File: src/rtl/hit_judge_pkg.sv
// Shared widths, FSM state encoding and the X-distance helper for the hit judge.
package hit_judge_pkg;

    localparam int COORD_W = 5;
    localparam int SCORE_W = 8;
    localparam int LIVES_W = 2;
    localparam int TIMER_W = 10;

    typedef enum logic [2:0] {
        ST_WAIT   = 3'd0,
        ST_JUDGE  = 3'd1,
        ST_REPORT = 3'd2,
        ST_HOLD   = 3'd3,
        ST_OVER   = 3'd4
    } state_e;

    // Absolute X distance computed from a 6-bit two's-complement difference.
    function automatic logic [COORD_W:0] abs_dx(input logic [COORD_W-1:0] a,
                                                input logic [COORD_W-1:0] b);
        logic [COORD_W:0] diff;
        diff = {1'b0, a} - {1'b0, b};
        return diff[COORD_W] ? (~diff + 1'b1) : diff;
    endfunction

endpackage

File: src/rtl/hit_judge_round_timer.sv
// Round timer: counts WAIT cycles and flags when the shot window has expired.
module round_timer
    import hit_judge_pkg::*;
#(
    parameter int unsigned TIMEOUT_CYCLES = 200
) (
    input  logic clk,
    input  logic reset,
    input  logic clear_i,
    input  logic en_i,
    output logic expired_o
);

    localparam logic [TIMER_W-1:0] LAST = TIMER_W'(TIMEOUT_CYCLES - 1);

    logic [TIMER_W-1:0] count_q;
    logic [TIMER_W-1:0] count_d;

    always_comb begin
        count_d = count_q;
        if (clear_i) begin
            count_d = '0;
        end else if (en_i && (count_q != LAST)) begin
            count_d = count_q + 1'b1;
        end
    end

    always_ff @(posedge clk) begin
        if (!reset) begin
            count_q <= '0;
        end else begin
            count_q <= count_d;
        end
    end

    assign expired_o = (count_q == LAST);

endmodule

File: src/rtl/hit_judge.sv
// Shooting-game round judge: accepts a shot, compares it with the target,
// reports the outcome and keeps score and lives.
module hit_judge
    import hit_judge_pkg::*;
#(
    parameter int unsigned TIMEOUT_CYCLES = 200,
    parameter int unsigned LIVES          = 3,
    parameter int unsigned TOL            = 0
) (
    input  logic               clk,
    input  logic               reset,
    input  logic [COORD_W-1:0] target_x,
    input  logic [COORD_W-1:0] target_y,
    input  logic               shot_valid,
    input  logic [COORD_W-1:0] shot_x,
    input  logic [COORD_W-1:0] shot_y,
    output logic               shot_ready,
    input  logic               restart,
    output logic               result_valid,
    output logic               result_hit,
    output logic [SCORE_W-1:0] score,
    output logic [LIVES_W-1:0] lives,
    output logic               game_over
);

    localparam logic [LIVES_W-1:0] LIVES_INIT = LIVES_W'(LIVES);
    localparam logic [COORD_W:0]   TOL_V      = (COORD_W + 1)'(TOL);

    state_e             state_q;
    state_e             state_d;
    logic [COORD_W-1:0] shot_x_q;
    logic [COORD_W-1:0] shot_x_d;
    logic [COORD_W-1:0] shot_y_q;
    logic [COORD_W-1:0] shot_y_d;
    logic [SCORE_W-1:0] score_q;
    logic [SCORE_W-1:0] score_d;
    logic [LIVES_W-1:0] lives_q;
    logic [LIVES_W-1:0] lives_d;
    logic               result_hit_q;
    logic               result_hit_d;

    logic timer_expired;
    logic accept;
    logic timeout;
    logic judge_hit;
    logic round_done;
    logic round_hit;
    logic restart_ok;

    round_timer #(
        .TIMEOUT_CYCLES(TIMEOUT_CYCLES)
    ) u_round_timer (
        .clk      (clk),
        .reset    (reset),
        .clear_i  (state_q != ST_WAIT),
        .en_i     (state_q == ST_WAIT),
        .expired_o(timer_expired)
    );

    // A shot presented in the expiry cycle takes priority over the timeout.
    assign accept     = (state_q == ST_WAIT) && shot_valid;
    assign timeout    = (state_q == ST_WAIT) && !shot_valid && timer_expired;
    assign judge_hit  = (abs_dx(shot_x_q, target_x) <= TOL_V) && (shot_y_q == target_y);
    assign round_done = (state_q == ST_JUDGE) || timeout;
    assign round_hit  = (state_q == ST_JUDGE) && judge_hit;
    assign restart_ok = (state_q == ST_OVER) && restart;

    always_ff @(posedge clk) begin
        if (!reset) begin
            state_q <= ST_WAIT;
        end else begin
            state_q <= state_d;
        end
    end

    always_comb begin
        state_d = state_q;
        case (state_q)
            ST_WAIT: begin
                if (shot_valid) begin
                    state_d = ST_JUDGE;
                end else if (timer_expired) begin
                    state_d = ST_REPORT;
                end
            end
            ST_JUDGE:  state_d = ST_REPORT;
            ST_REPORT: state_d = (lives_q != '0) ? ST_HOLD : ST_OVER;
            ST_HOLD:   state_d = ST_WAIT;
            ST_OVER: begin
                if (restart) begin
                    state_d = ST_WAIT;
                end
            end
            default:   state_d = ST_WAIT;
        endcase
    end

    always_comb begin
        shot_ready   = (state_q == ST_WAIT);
        result_valid = (state_q == ST_REPORT);
        game_over    = (state_q == ST_OVER);
    end

    // Score, lives and outcome all update on the edge that enters REPORT.
    always_comb begin
        shot_x_d     = shot_x_q;
        shot_y_d     = shot_y_q;
        score_d      = score_q;
        lives_d      = lives_q;
        result_hit_d = result_hit_q;
        if (accept) begin
            shot_x_d = shot_x;
            shot_y_d = shot_y;
        end
        if (round_done) begin
            result_hit_d = round_hit;
            if (round_hit) begin
                if (score_q != '1) begin
                    score_d = score_q + 1'b1;
                end
            end else if (lives_q != '0) begin
                lives_d = lives_q - 1'b1;
            end
        end
        if (restart_ok) begin
            score_d      = '0;
            lives_d      = LIVES_INIT;
            result_hit_d = 1'b0;
        end
    end

    always_ff @(posedge clk) begin
        if (!reset) begin
            shot_x_q     <= '0;
            shot_y_q     <= '0;
            score_q      <= '0;
            lives_q      <= LIVES_INIT;
            result_hit_q <= 1'b0;
        end else begin
            shot_x_q     <= shot_x_d;
            shot_y_q     <= shot_y_d;
            score_q      <= score_d;
            lives_q      <= lives_d;
            result_hit_q <= result_hit_d;
        end
    end

    assign score      = score_q;
    assign lives      = lives_q;
    assign result_hit = result_hit_q;

endmodule

File: config.mk
export PLATFORM = sky130hd
export DESIGN_NAME = hit_judge
export DESIGN_NICKNAME = d
export VERILOG_FILES = /design/src/rtl/hit_judge_pkg.sv /design/src/rtl/hit_judge_round_timer.sv /design/src/rtl/hit_judge.sv
export SDC_FILE = /design/constraint.sdc
export NUM_CORES = 1
export LEC_CHECK = 0
export CORE_AREA = 2 2 67 63
export DETAILED_ROUTE_END_ITERATION = 16
export DIE_AREA = 0 0 69 65
export DONT_BUFFER_PORTS = 1
export PLACE_DENSITY = 0.75
export SLEW_MARGIN = 20
export SYNTH_ARGS = -nofsm -noshare
export SYNTH_HDL_FRONTEND = slang
export SYNTH_HIERARCHICAL = 1
export SYNTH_SLANG_ARGS = --single-unit
File: constraint.sdc
create_clock -name clk -period 2.64 [get_ports clk]
set_input_delay 0.528 -clock clk [delete_from_list [all_inputs] [get_ports clk]]
set_output_delay 0.528 -clock clk [all_outputs]
set_load 0.005 [all_outputs]
Word level (Yosys, flattened, before mapping)
Cells that the tools add are included.
{ "word_totals": {"latchBits": 0, "ramBits": 0, "in_bits": 24, "word_cells": 48, "reg_bits": 34, "mem_bits_ro": 0, "mem_count": 0, "output_inout_bits": 14} }
{ "classes": {"eq_ne": 9, "n_reduce_logical": 17, "mux": 6, "add_sub_neg": 5, "n_div": 0, "n_bitwise": 3, "magnitude_cmp": 1, "shifts": 0, "n_mul": 0} }
{ "ops": {"columns": ["cell", "n"], "rows": [
  ["2-to-1 mux 3 bit", 4],
  ["case mux 3 bit (4 select lines)", 1],
  ["adder 10 x 1 -> 10 bit, second input constant", 1],
  ["equality test 10 x 8 -> 1 bit, second input constant", 1],
  ["inequality test 10 x 8 -> 1 bit, second input constant", 1],
  ["adder 8 x 1 -> 8 bit, second input constant", 1],
  ["inequality test 8 bit, second input constant", 1],
  ["logical AND 1 bit", 7],
  ["adder 6 x 1 -> 6 bit, second input constant", 1],
  ["less-or-equal comparator 6 x 1 -> 1 bit, second input constant", 1],
  ["2-to-1 mux 6 bit", 1],
  ["NOT 6 bit", 1],
  ["AND reduction 3 bit", 2],
  ["subtractor 5 x 5 -> 6 bit", 1],
  ["equality test 5 bit", 1],
  ["OR reduction 2 bit", 2],
  ["equality test 3 x 1 -> 1 bit, second input constant", 1],
  ["equality test 3 x 2 -> 1 bit, second input constant", 1],
  ["equality test 3 bit, second input constant", 1],
  ["logical NOT 3 bit", 1],
  ["inequality test 3 bit, second input constant", 1],
  ["nonzero test 3 bit", 1],
  ["inequality test 2 bit, second input constant", 1],
  ["NOT 1 bit", 2],
  ["5 further kinds", 5]
]} }

Longest topological paths before layout
{ "logic_depth": {"depth_word": 9, "ltp_mapped": 10, "ltp_nobuf": 10} }

Modules after synthesis
Netlist, hierarchy kept.
{ "modules_own_cells": {"columns": ["mod", "instances", "area_per_inst_um2", "cells_per_inst"], "rows": [
  ["hit_judge", 1, 1511.4, 185],
  ["round_timer", 1, 565.5, 64]
]} }

Worst setup path after synthesis
Ideal clock, no wire load.
{ "synth_path": {"path_type": "in2reg", "startpoint": "input target_x[1]", "endpoint": "register score_q[3] (netlist: score[3])", "required_time_ps": 2581, "setup_slack_ps": 6, "arrival_ps": 2575, "path_stages": 9, "setup_ps": 59, "n_path_buf": 0, "cell_sequence": "inv_1 ha_1 nor2b_4 o31a_1 or4b_4 a31oi_4 a211oi_2 or4_1 nand2_1"} }
{ "synth_between": {"elab_chain_len": 8} }
{ "synth_lines": {"columns": ["element", "line", "source"], "rows": [
  ["from (decl)", "hit_judge.sv:12", "input logic [COORD_W-1:0] target_x,"],
  ["subtractor 5 x 5 -> 6 bit (*)", "hit_judge_pkg.sv:21", "diff = {1'b0, a} - {1'b0, b};"],
  ["NOT 6 bit", "hit_judge_pkg.sv:22", "return diff[COORD_W] ? (~diff + 1'b1) : diff;"],
  ["adder 6 x 1 -> 6 bit", "hit_judge_pkg.sv:22", null],
  ["2-to-1 mux 6 bit (*)", "hit_judge_pkg.sv:22", null],
  ["less-or-equal comparator 6 x 1 -> 1 bit (*)", "hit_judge.sv:63", "assign judge_hit = (abs_dx(shot_x_q, target_x) <= TOL_V) && (shot_y_q == target_y);"],
  ["logical AND 1 bit (*)", "hit_judge.sv:63", null],
  ["logical AND 1 bit (*)", "hit_judge.sv:65", "assign round_hit = (state_q == ST_JUDGE) && judge_hit;"],
  ["AND reduction 3 bit (no line) (*)", null, null],
  ["to (signal assigned)", "hit_judge.sv:142", "score_q <= score_d;"],
  ["to (decl)", "hit_judge.sv:35", "logic [SCORE_W-1:0] score_q;"]
]} }
Every way passes the cells marked *; elsewhere a longest branch is shown, timed or not.
A chain may end at the register's enable or synchronous reset.

Worst setup path in the final report
{ "layout_path": {"startpoint": "register shot_x_q[1]", "endpoint": "register score_q[2] (netlist: score[2])"} }
{ "layout_between": {"elab_chain_len": 8} }
{ "layout_lines": {"columns": ["element", "line", "source"], "rows": [
  ["from (decl)", "hit_judge.sv:31", "logic [COORD_W-1:0] shot_x_q;"],
  ["from (signal assigned)", "hit_judge.sv:140", "shot_x_q <= shot_x_d;"],
  ["subtractor 5 x 5 -> 6 bit (*)", "hit_judge_pkg.sv:21", null],
  ["NOT 6 bit", "hit_judge_pkg.sv:22", null],
  ["adder 6 x 1 -> 6 bit", "hit_judge_pkg.sv:22", null],
  ["2-to-1 mux 6 bit (*)", "hit_judge_pkg.sv:22", null],
  ["less-or-equal comparator 6 x 1 -> 1 bit (*)", "hit_judge.sv:63", null],
  ["logical AND 1 bit (*)", "hit_judge.sv:63", null],
  ["logical AND 1 bit (*)", "hit_judge.sv:65", null],
  ["AND reduction 3 bit (no line) (*)", null, null]
]} }
Marks and branches as above.

==> impl_results.md <==
* Crit Reg-Reg Endpoint: score[2]
* Cell family with most CP delay: simple AND/OR/NAND/NOR gates
* Largest area contributor in the netlist: dfxtp_1
* Avg Cell Area, Syn at 8.341 um2
* Synth Flop Type: dfxtp_1
* GP Congestion at 0.8708
* Post-Syn Area at 0.002077 mm2
* Ys async rst share at 0
* Ports at 38
* Worst Slack Setup Final at 0.1479 ns
* Fillers at 354
* Post-Route WL at 4251 um
* Critical Path Sink: score[2]
* N_diodes at 0
* Clock Latency Late Sink at 0.29 ns
* Post-Route M1 WL at 1988 um
* Reg clk slew, reported paths at 0.07 ns
* Largest stage delay, worst path at 0.50 ns
* Vias in the first global route at 1727
* Critical R2R Launch: shot_x_q[1]
* CTS Root Cell: clkbuf_8
* Antenna-violating nets left at 0
* R2r worst-path depth at 8
* Htree depth at 2
* Post-synth EDFFs at 0
* Power Dens Cells at 589.8 mW/mm2
* Post-cts sizing count at 0
* Worst slew pin tran at 0.5280 ns
* Top cells by area, synth: dfxtp_1 (33%), nand2_1 (7.0%), ha_1 (5.4%)
* Post-synthesis sequential area ratio at 0.3277
* Maximum number of pins on one net before global-route repair at 21
* Hold Path Class: primary input to flop
* Clock Path Buffers at 2
* Number of max-cap violations at 0
* Fmax at 401.3 MHz
* Outcome: finished clean
* Vias at 1791
* Grt total ovfl at 0
* Pre-Repair DR Iteration Count at 4
* Clock skew at 0.004872 ns
* Setup crit end kind: flop
* Place WS at -0.08409 ns
* Number of port buffers at 0
* Post-route DRC violation count at 0
* Crit path depth at 8
* Placement Rows at 22
* Global-route wire length before repair at 7369 um
* Crit path max fanout at 7
* Beginning of the critical path: shot_x_q[1]
* Die ar. at 0.004485 mm2
* Post-synth cell types at 57
* Synth Warn # at 6
* Hpwl dp at 3217 um
* WP data arrival at 2.73 ns
* Final Critical Period at 2.492 ns
* Final net count at 296
* VDD IR max at 0.0004645 V
* Worst path slowest cell: or4b_4
* Worst setup SP type: flop
* Layout cells sized above 1 at 0.1293
* Met2 WL at 1956 um
* Die Span X at 69 um
* Dpl cells at 303
* CTS Buf Count at 5
* Metal3 WL at 259 um
* Cts hold-fix bufs at 0
* Final Non-Filler Cells at 311
* DR top layer: met4
* Area grow syn2layout at 11.27%
* Register area at 680.7 um2
* Tot GR Track Use at 0.2025
* Core box area at 0.003854 mm2
* Area share of the largest cell type after synthesis at 0.3277
* #FFs+latches synth at 34
* Setup Fix Bufs, Post-CTS at 0
* Clock tree sinks at 34
* Hold Vio Cnt, Final at 0
* Area taken by multi-input logic gates at 0.001318 mm2
* Static Leak at 0.8956 nW
* TritonCTS clock tree: yes
* Synth top cells by count: nand2_1 (39), dfxtp_1 (34), nand3_1 (13)
* Wire length per cell at 13.67 um
* Initial Utilization at 0.5390
* Number of DRC markers in iteration 0 at 49
* Buffers & Inverters on Critical Path at 0
* Setup TNS at 0 ns
* Syn Nets at 283
* Worst slew margin at 0.6472
* Crit-path cells: ha_1, nor2b_4, o31a_1, or4b_4, a31oi_4, a211oi_2, or4_1, nand2_1
* Pins Over Slew Limit at 0
* DR vias/cell at 5.759
* Unrepaired setup endpoints after global routing: false
* FF-to-FF setup slack at 0.15 ns
* WS Path Type: flop to flop
* Post-synthesis instance total at 249
* Final setup vio count at 0
* Tcrit/Tclk final at 0.9440
* Initial antenna violation count at 0
* Required @ worst endpoint at 2.88 ns
* Most numerous cell in the Yosys netlist: nand2_1
* Die H at 65 um
state kept, by name, summed over array words and instances (netlist names):
name and cells:
lives 2, result_hit 1, score 8, shot_x_q 5, shot_y_q 5, state_q 3
u_round_timer/count_q 10
worst register-to-register path, cell delays in order (launching register included):
cell,delay (ns)
dfxtp_1,0.37
ha_1,0.26
nor2b_4,0.13
o31a_1,0.27
or4b_4,0.50
a31oi_4,0.20
a211oi_2,0.14
or4_1,0.50
nand2_1,0.08
worst min path at each step:
| stage | start | end | slack, ns | depth (start not counted) |
|---|---|---|---|---|
| after floorplan | shot_x_q[0] | shot_x_q[0] | 0.44 | 2 |
| after global placement | shot_x_q[0] | shot_x_q[0] | 0.46 | 2 |
| after detailed placement | shot_x_q[0] | shot_x_q[0] | 0.46 | 2 |
| after CTS | reset | state_q[0] | 0.36 | 1 |
| after global routing | reset | state_q[0] | 0.35 | 1 |
| final | reset | state_q[0] | 0.36 | 1 |
kinds of logic after synthesis:
group                    share of synthesized area
AND/OR/NAND/NOR                             0.3127
AO/OA/AOI/OAI                               0.1934
flip-flops                                  0.3277
buffers and inverters                      0.04397
adder cells (fa/ha/maj)                    0.06386
XOR/XNOR                                   0.03374
multiplexers                               0.02470
layout make-up:
class / count / share of cell area
tap: 48 / 0.02599
multi-input combinational: 196 / 0.5701
clock buffer: 8 / 0.04764
timing repair buffer: 13 / 0.04223
sequential: 34 / 0.2945
inverter: 12 / 0.01949
routing by layer:
metal	up-vias	track usage
li1	932	-
met2	42	0.3413
met4	0	0.06127
met3	6	0.07154
met1	811	0.2433
met5	-	0
metrics by stage:
| stage | total power [mW] | instance area [um2] | hold WS [ns] | utilization |
|---|---|---|---|---|
| 2_1_floorplan | 0.8288 | 2077 | 0.4435 | - |
| 3_3_place_gp | 0.9086 | 2188 | 0.4553 | 0.5679 |
| 3_5_place_dp | 0.9163 | 2188 | 0.4566 | 0.5679 |
| 4_1_cts | 1.370 | 2298 | 0.3556 | 0.5964 |
| 5_1_grt | 1.435 | 2311 | 0.3487 | 0.5997 |
| 6_report | 1.363 | 2311 | 0.3625 | 0.5997 |
power by group:
part / leakage (nW) / switching (mW) / internal (mW)
Clock: 0.0575 / 0.191 / 0.263
Combinational: 0.561 / 0.179 / 0.158
Sequential: 0.277 / 0.0252 / 0.546
Total: 0.896 / 0.395 / 0.968
cells in the final DEF (no fill, tap or decap), drive strengths merged, types with 3 or more instances in the layout:
cell type and instances:
inv 12, nand3 13, or3 6, xnor2 6
o211ai 5, buf 13, a21boi 10, nand2b 5
o21ai 8, a21oi 8, o31ai 4, nand3b 3
nand4 6, or4 7, ha 9, a22oi 3
and2 3, nor3 6, nor2 11, nand2 39
a31oi 4, o21a 3, clkbuf 8, dfxtp 34
mux2i 4, nor2b 6
Note: power is estimated with default switching activity, not from simulation.
